===== src/rtl/batt_mon_if.sv =====
// Bundle that connects the battery monitor to its host: the enable, the A2D sample strobe,
// and the averaged result with its status flags.
interface batt_mon_if;
  logic        en;
  logic [11:0] batt;
  logic        batt_vld;
  logic [11:0] batt_avg;
  logic        avg_vld;
  logic        batt_low;
  logic        batt_crit;

  modport master (
    output en, batt, batt_vld,
    input  batt_avg, avg_vld, batt_low, batt_crit
  );

  modport slave (
    input  en, batt, batt_vld,
    output batt_avg, avg_vld, batt_low, batt_crit
  );
endinterface


===== src/rtl/batt_mon.sv =====
// Battery monitor: averages A2D readings over blocks of 8 samples, then derives a debounced,
// hysteretic low-battery flag and a latched critical-battery flag from each average.
//
//   state | meaning
//   IDLE  | monitor disabled; window empty, strobes ignored
//   FILL  | collecting the first window since enable
//   RUN   | at least one average produced; windows continue back to back
module batt_mon #(
  parameter logic [11:0] LOW_THRESH  = 12'h800,
  parameter logic [11:0] HYST        = 12'h040,
  parameter logic [11:0] CRIT_THRESH = 12'h700,
  parameter int unsigned DEB         = 3
) (
  input  logic          i_clk,
  input  logic          i_rst_n,
  batt_mon_if.slave     io_bus
);

  // Clear threshold saturates so a large HYST can never wrap below LOW_THRESH.
  localparam logic [12:0] CLR_SUM = {1'b0, LOW_THRESH} + {1'b0, HYST};
  localparam logic [11:0] CLR     = CLR_SUM[12] ? 12'hFFF : CLR_SUM[11:0];
  localparam logic [3:0]  DEB_TC  = 4'(DEB);

  typedef enum logic [1:0] {
    IDLE = 2'd0,
    FILL = 2'd1,
    RUN  = 2'd2
  } state_t;

  state_t      r_state;
  state_t      w_state_nxt;
  logic        w_accept;
  logic        w_flush;
  logic        w_last;

  logic [14:0] r_acc;
  logic [2:0]  r_cnt;
  logic [14:0] w_sum;
  logic [11:0] r_avg;
  logic        r_avg_vld;

  logic        r_low;
  logic        r_crit;
  logic [3:0]  r_deb;
  logic        w_qual;

  always_ff @(posedge i_clk) begin
    if (!i_rst_n) begin
      r_state <= IDLE;
    end else begin
      r_state <= w_state_nxt;
    end
  end

  always_comb begin
    w_state_nxt = r_state;
    w_accept    = 1'b0;
    w_flush     = 1'b0;
    case (r_state)
      IDLE: begin
        w_flush = 1'b1;
        if (io_bus.en) begin
          w_state_nxt = FILL;
        end
      end
      FILL: begin
        if (!io_bus.en) begin
          w_flush     = 1'b1;
          w_state_nxt = IDLE;
        end else begin
          w_accept = io_bus.batt_vld;
          if (r_avg_vld) begin
            w_state_nxt = RUN;
          end
        end
      end
      RUN: begin
        if (!io_bus.en) begin
          w_flush     = 1'b1;
          w_state_nxt = IDLE;
        end else begin
          w_accept = io_bus.batt_vld;
        end
      end
      default: begin
        w_flush     = 1'b1;
        w_state_nxt = IDLE;
      end
    endcase
  end

  assign w_last = w_accept && (r_cnt == 3'd7);
  // 8 x 12'hFFF = 15'h7FF8, so the 15-bit sum cannot overflow.
  assign w_sum  = r_acc + {3'b000, io_bus.batt};

  // The window clears on the same edge that publishes the average, so a strobe
  // during the avg_vld cycle lands as sample 1 of the next window.
  always_ff @(posedge i_clk) begin
    if (!i_rst_n) begin
      r_acc     <= 15'd0;
      r_cnt     <= 3'd0;
      r_avg     <= 12'h000;
      r_avg_vld <= 1'b0;
    end else begin
      r_avg_vld <= 1'b0;
      if (w_flush) begin
        r_acc <= 15'd0;
        r_cnt <= 3'd0;
      end else if (w_last) begin
        r_avg     <= w_sum[14:3];
        r_avg_vld <= 1'b1;
        r_acc     <= 15'd0;
        r_cnt     <= 3'd0;
      end else if (w_accept) begin
        r_acc <= w_sum;
        r_cnt <= r_cnt + 3'd1;
      end
    end
  end

  assign w_qual = r_low ? (r_avg >= CLR) : (r_avg < LOW_THRESH);

  always_ff @(posedge i_clk) begin
    if (!i_rst_n) begin
      r_low  <= 1'b0;
      r_crit <= 1'b0;
      r_deb  <= 4'd0;
    end else if (!io_bus.en) begin
      r_low  <= 1'b0;
      r_crit <= 1'b0;
      r_deb  <= 4'd0;
    end else if (r_avg_vld) begin
      if (r_avg < CRIT_THRESH) begin
        r_crit <= 1'b1;
      end
      if (!w_qual) begin
        r_deb <= 4'd0;
      end else if ((r_deb + 4'd1) == DEB_TC) begin
        r_deb <= 4'd0;
        r_low <= ~r_low;
      end else begin
        r_deb <= r_deb + 4'd1;
      end
    end
  end

  assign io_bus.batt_avg  = r_avg;
  assign io_bus.avg_vld   = r_avg_vld;
  assign io_bus.batt_low  = r_low;
  assign io_bus.batt_crit = r_crit;

endmodule


===== src/flat_wrapper.sv =====
// flat-port wrapper written by rule: the top's interface ports become plain ports
module batt_mon_flat 
#(
  parameter logic [11:0] LOW_THRESH  = 12'h800,
  parameter logic [11:0] HYST        = 12'h040,
  parameter logic [11:0] CRIT_THRESH = 12'h700,
  parameter int unsigned DEB         = 3
)
  (i_clk, i_rst_n, io_bus_en, io_bus_batt, io_bus_batt_vld, io_bus_batt_avg, io_bus_avg_vld, io_bus_batt_low, io_bus_batt_crit);
  batt_mon_if io_bus_i ();
  input  logic i_clk;
  input  logic i_rst_n;
  input wire logic [$bits(io_bus_i.en)-1:0] io_bus_en;
  input wire logic [$bits(io_bus_i.batt)-1:0] io_bus_batt;
  input wire logic [$bits(io_bus_i.batt_vld)-1:0] io_bus_batt_vld;
  output wire logic [$bits(io_bus_i.batt_avg)-1:0] io_bus_batt_avg;
  output wire logic [$bits(io_bus_i.avg_vld)-1:0] io_bus_avg_vld;
  output wire logic [$bits(io_bus_i.batt_low)-1:0] io_bus_batt_low;
  output wire logic [$bits(io_bus_i.batt_crit)-1:0] io_bus_batt_crit;
  assign io_bus_i.en = io_bus_en;
  assign io_bus_i.batt = io_bus_batt;
  assign io_bus_i.batt_vld = io_bus_batt_vld;
  assign io_bus_batt_avg = io_bus_i.batt_avg;
  assign io_bus_avg_vld = io_bus_i.avg_vld;
  assign io_bus_batt_low = io_bus_i.batt_low;
  assign io_bus_batt_crit = io_bus_i.batt_crit;
  batt_mon #(.LOW_THRESH(LOW_THRESH), .HYST(HYST), .CRIT_THRESH(CRIT_THRESH), .DEB(DEB)) u_core (.i_clk(i_clk), .i_rst_n(i_rst_n), .io_bus(io_bus_i));
endmodule

===== config.mk =====
export PLATFORM = sky130hd
export DESIGN_NAME = batt_mon_flat
export DESIGN_NICKNAME = d
export VERILOG_FILES = /design/src/rtl/batt_mon_if.sv /design/src/rtl/batt_mon.sv /design/src/flat_wrapper.sv
export SDC_FILE = /design/constraint.sdc
export NUM_CORES = 1
export LEC_CHECK = 0
export ABC_AREA = 1
export BUFFER_PORTS_ARGS = -buffer_cell sky130_fd_sc_hd__buf_2
export CAP_MARGIN = 40
export CORE_MARGIN = 1
export CORE_UTILIZATION = 55
export DETAILED_ROUTE_END_ITERATION = 7
export MAX_ROUTING_LAYER = met4
export PLACE_DENSITY = 0.76
export SYNTH_ARGS = -nofsm -noshare
export SYNTH_HDL_FRONTEND = slang
export SYNTH_SLANG_ARGS = --single-unit

===== constraint.sdc =====
create_clock -name i_clk -period 3.11 [get_ports i_clk]
set_clock_uncertainty 0.2 [all_clocks]
set_input_delay 0.622 -clock i_clk [delete_from_list [all_inputs] [get_ports i_clk]]
set_output_delay 0.622 -clock i_clk [all_outputs]
set_load 0.01 [all_outputs]

# ---- Yosys cells after proc, flatten, opt, wreduce, memory -nomap -nowiden
# Cells that the tools add are included.
dict set report word_totals {
  romBits 0
  elab_cells 47
  out_inout_bits 15
  reg_bits 39
  in_bits 16
  n_memories 0
  ramBits 0
  latchBits 0
}
dict set report classes {
  shift 0
  magnitude_cmp 3
  n_addsub 3
  n_eq_ne 7
  multipliers 0
  div_mod_pow 0
  reduce_logical 10
  muxes 13
  n_bitwise 3
}
# cell n
set op_table {}
lappend op_table {{15-bit by 12-bit adder with 15-bit output} 1}
lappend op_table {{12-bit greater-or-equal comparator (second input constant)} 1}
lappend op_table {{12-bit by 11-bit less-than comparator with 1-bit output (second input constant)} 1}
lappend op_table {{12-bit less-than comparator (second input constant)} 1}
lappend op_table {{2-bit 2-to-1 mux} 4}
lappend op_table {{4-bit 2-to-1 mux} 2}
lappend op_table {{1-bit 2-to-1 mux} 6}
lappend op_table {{2-bit one-hot mux with 3 select lines} 1}
lappend op_table {{2-bit AND reduction} 3}
lappend op_table {{3-bit AND reduction} 2}
lappend op_table {{4-bit by 1-bit adder with 4-bit output (second input constant)} 1}
lappend op_table {{4-bit by 2-bit == test with 1-bit output (second input constant)} 1}
lappend op_table {{2-bit inequality test (second input constant)} 2}
lappend op_table {{2-bit OR reduction} 2}
lappend op_table {{3-bit by 1-bit adder with 3-bit output (second input constant)} 1}
lappend op_table {{3-bit == test (second input constant)} 1}
lappend op_table {{3-bit by 2-bit inequality test with 1-bit output (second input constant)} 1}
lappend op_table {{1-bit inverter} 3}
lappend op_table {{3-bit OR reduction} 1}
lappend op_table {{2-bit by 1-bit == test with 1-bit output (second input constant)} 1}
lappend op_table {{2-bit == test (second input constant)} 1}
lappend op_table {{2-bit logical NOT} 1}
lappend op_table {{1-bit logical AND} 1}

# ---- Logic depth before layout (Yosys ltp)
dict set report logic_depth {
  ltp_word 5
  ltp_mapped 12
  mapped_depth_nobuf 12
}

# ---- Least setup slack after synthesis
# No wires, ideal clock.
dict set report synth_path {
  path_kind {input-to-reg}
  from {input port io_bus_batt[0]}
  to {register u_core.r_avg[9] (netlist: u_core.io_bus.batt_avg[9])}
  setup_time_ns 0.109
  required_ns 2.801
  path_buffers 0
  path_slack_ns 1.010
  path_stages 9
  t_arrival_ns 1.791
  path_cell_list {ha_1 inv_1 fa_1 o21bai_1 nand2_1 nand4_1 nand3_1 nand2_1 inv_1}
}
dict set report synth_via {
  elab_chain_len 1
}
# element line
set synth_lines {}
lappend synth_lines {{start: declaration} flat_wrapper.sv:14} ;# input wire logic [$bits(io_bus_i.batt)-1:0] io_bus_batt;
lappend synth_lines {{15-bit by 12-bit adder with 15-bit output} batt_mon.sv:94} ;# assign w_sum = r_acc + {3'b000, io_bus.batt};
lappend synth_lines {{end signal: assignment} batt_mon.sv:110} ;# r_avg <= w_sum[14:3];
lappend synth_lines {{end: declaration} batt_mon.sv:39} ;# logic [11:0] r_avg;
# Every way passes these cells.
# A chain may end at the register's enable or synchronous reset.

# ---- Final worst setup path
dict set report layout_path {
  from {input port io_bus_batt[0]}
  to {register u_core.r_avg[5] (netlist: u_core.io_bus.batt_avg[5])}
}
# The elaborated chain is that of the path after synthesis.

==> summary.txt <==
Timing
  • Slew margin rel.: 0.6219
  • Max-slew violation count: 0
  • Worst Max-Slew Pin Slew: about 0.56 ns
  • Final hold vios: 0
  • Setup-failing EPs final: 0
  • Time the worst path needs with I/O delays and setup: about 2.2 ns
  • Tcrit/Tclk final: 0.6936
  • Final setup TNS: 0 ns
  • RSZ-0062 raised after global routing: no
  • Maximum clock rate: 463.6 MHz

Synthesis
  • Syn Area/Cell: 6.375 µm²
  • #FFs+latches synth: 39
  • Synth warn: 0
  • Post-Synth Simple-Gate Area: 0.3119
  • Mux cell area share after synthesis: 0
  • Synth Instances: 399
  • Ys async rst share: 0
  • XOR/XNOR Fraction of Synth Area: 0.02066
  • Synthesized area: 2544 µm²
  • Post-synth cell types: 29
  • Synth area leader: dfxtp_1
  • Largest family of logic cells by synthesized area: simple AND/OR/NAND/NOR gates
  • Top post-synthesis cells by area: dfxtp_1 (31%), nand2_1 (16%), inv_1 (13%), ha_1 (9.3%), nand3_1 (7.3%)
  • Top cell type's share of synthesized area: 0.3069
  • Seq/Total Area, Yosys: 0.3069
  • Main synth FF type: dfxtp_1
  • Adder-Cell Fraction of Synth Area: 0.1013
  • Post-synth EDFFs: 0
  • Compound-Gate Fraction of Synth Area: 0.1062
  • Syn Nets: approximately 440

Global route
  • Pin count of the biggest net entering global routing: 24
  • GRT Util Overall: 0.2488
  • Initial antenna violation count: 0
  • Vias in the first global route: around 2200
  • First-pass GRT wire length: about 9600 µm
  • Total gr overflow: 0

Die
  • Initial core utilization: 0.5762
  • IO Count: 31
  • Die width: 70.01 µm
  • Row cnt: 24
  • Core box area: ~4400 µm²
  • Die Area: approximately 5000 µm²
  • Die Y: ~70 µm

Clock tree
  • Clock buffer count from CTS: 5
  • H-tree levels: 2
  • Sink Count: 39
  • Maximum clock path buffer count: 2
  • CTS Root Cell: clkbuf_8
  • Setup Fix Bufs, Post-CTS: 0
  • Worst skew pair latency: between 0.2 and 0.3 ns
  • CTS tree: built
  • Clk slew on worst S/H paths: 0.08 ns
  • Hold_buf cts: 0
  • # resized after CTS: 0

Route
  • Initial drt markers: 160
  • DRC: 0
  • Iteration count of the initial detailed-routing pass: 4
  • Via count: roughly 2400
  • Via-per-instance ratio: between 4 and 5
  • Routed wire per std cell: 11.21 µm
  • DRT antenna net count: 0
  • Routed wire length: ~5400 µm

Critical path
  • Crit end category: register
  • Crit path DAT: about 2.2 ns
  • Worst-path cell chain: buf_2 -> ha_1 -> inv_1 -> fa_1 -> o21bai_1 -> nand2_1 -> nand4_1 -> nand3_1 -> nand2_1 -> inv_1
  • CP Buf/Inv Count: 3
  • Crit-path max FO: 3
  • Critical path data required time: between 3 and 4 ns
  • CP peak stage delay: between 0.4 and 0.5 ns
  • Family with the most delay on the worst path: adder cells
  • Critical path class: input pin to register
  • Slowest CP cell: fa_1
  • Startpoint type of the worst setup path: input pin

Layout
  • Commonest non-fill, non-tap cells in the layout: nand2_1 (108), inv_1 (90), dfxtp_1 (39)
  • Area grow syn2layout: 11.85%
  • Final cell count without fillers: 484
  • Layout Utilization: 0.6446
  • Fill cells: 412
  • Commonest non-fill, non-tap cell in the layout: nand2_1
  • Ant. Diodes: 0
  • Nets@finish: 467
  • Layout cells sized above 1: 0.1088
  • Final design area excluding fillers: between 2000 and 3000 µm²

Placed design
  • Input/output buffers: 30
  • Placed cells: 476
  • Post-DP Area: around 2700 µm²
  • GPL Wtd Cong: approximately 0.98
  • Hpwl dp: 4073 µm

Power and ir drop
  • Leak Pwr: 0.001553 µW
  • Power density cells: approximately 370 nW/µm²
  • VDD IR max: approximately 0.21 mV

Flow run
  • Max-Cap Viols: 0

Hold path
  • Worst hold path class: register to register

Outcome
  • Status: complete, no violations
-- sequential cells by signal, indices dropped and copies added (netlist names) --
register	count
u_core.io_bus.batt_low	1
u_core.r_acc	15
u_core.r_state	2
u_core.io_bus.batt_avg	12
u_core.io_bus.avg_vld	1
u_core.r_deb	4
u_core.r_cnt	3
u_core.io_bus.batt_crit	1
-- Yosys cell counts (2+ instances only) --
cell      count
a21oi_1      35
buf_6         2
clkbuf_1      3
dfxtp_1      39
ha_1         19
inv_1        90
nand2_1     108
nand3_1      37
nand4_1       4
nor2_1       30
o211ai_1      2
o21ai_0       8
or2_2         2
xnor2_1       3
xor2_1        3
-- per-layer routing --
metal	track usage	vias up	wire length [µm]
met2	0.4049	37	2462
li1	-	1291	-
met4	0.06667	0	61
met3	0.04329	6	254
met1	0.3195	1048	2648
met5	-	-	0
-- kinds of logic (layout without fill, tap and decap cells) --
kind of cell    after synthesis  in the layout
buf+inv                      98            131
compound gates               50             50
fa+ha+maj                    20             20
flops                        39             39
xor+xnor                      6              6
simple gates                186            186
-- through the flow --
step | hold slack, ns | worst slack (ns) | total power (µW)
6_report | 0.2589 | 0.9528 | 1055
3_3_place_gp | 0.2392 | 0.7145 | 622.8
2_1_floorplan | 0.2425 | 1.010 | 595.3
4_1_cts | 0.2582 | 0.9685 | 1066
3_5_place_dp | 0.2479 | 0.6970 | 624.2
5_1_grt | 0.2906 | 0.8040 | 1099
-- final cells by class --
| cell class | instances | area [µm²] | share of cell area |
|---|---|---|---|
| multi-input cells | 262 | 1374 | 0.4829 |
| flip-flops and latches | 39 | 780.7 | 0.2744 |
| inverters | 92 | 350.3 | 0.1231 |
| repair buffers | 31 | 157.7 | 0.05541 |
| clock buffers | 6 | 82.58 | 0.02902 |
| well taps | 52 | 65.06 | 0.02287 |
| clock inverters | 2 | 35.03 | 0.01231 |
-- worst paths after layout --
kind,endpoint,slack (ns),cells past startpoint,from
min,u_core.io_bus.batt_crit$_SDFFE_PN0P_,0.26,2,u_core.io_bus.batt_crit$_SDFFE_PN0P_
max reg2reg,u_core.r_acc[3]$_SDFFE_PP0P_,0.99,9,u_core.r_state[0]$_SDFFE_PN0P_
max,u_core.io_bus.batt_avg[5]$_SDFFE_PN0P_,0.95,10,io_bus_batt[0]
min reg2reg,u_core.io_bus.batt_crit$_SDFFE_PN0P_,0.26,2,u_core.io_bus.batt_crit$_SDFFE_PN0P_
-- report_power, final --
part | internal (µW) | switching (µW)
Clock | 260 | 182
Combinational | 36.6 | 70.2
Sequential | 504 | 2.92
-- worst register-to-register path: cells and delay by family (launching register included) --
family / cells / cell delay [ns]
simple gates: 3 / 0.56
fa+ha+maj: 1 / 0.35
flops: 1 / 0.34
compound gates: 2 / 0.34
buf+inv: 3 / 0.27
No activity file was read; power rests on OpenSTA's default activity.
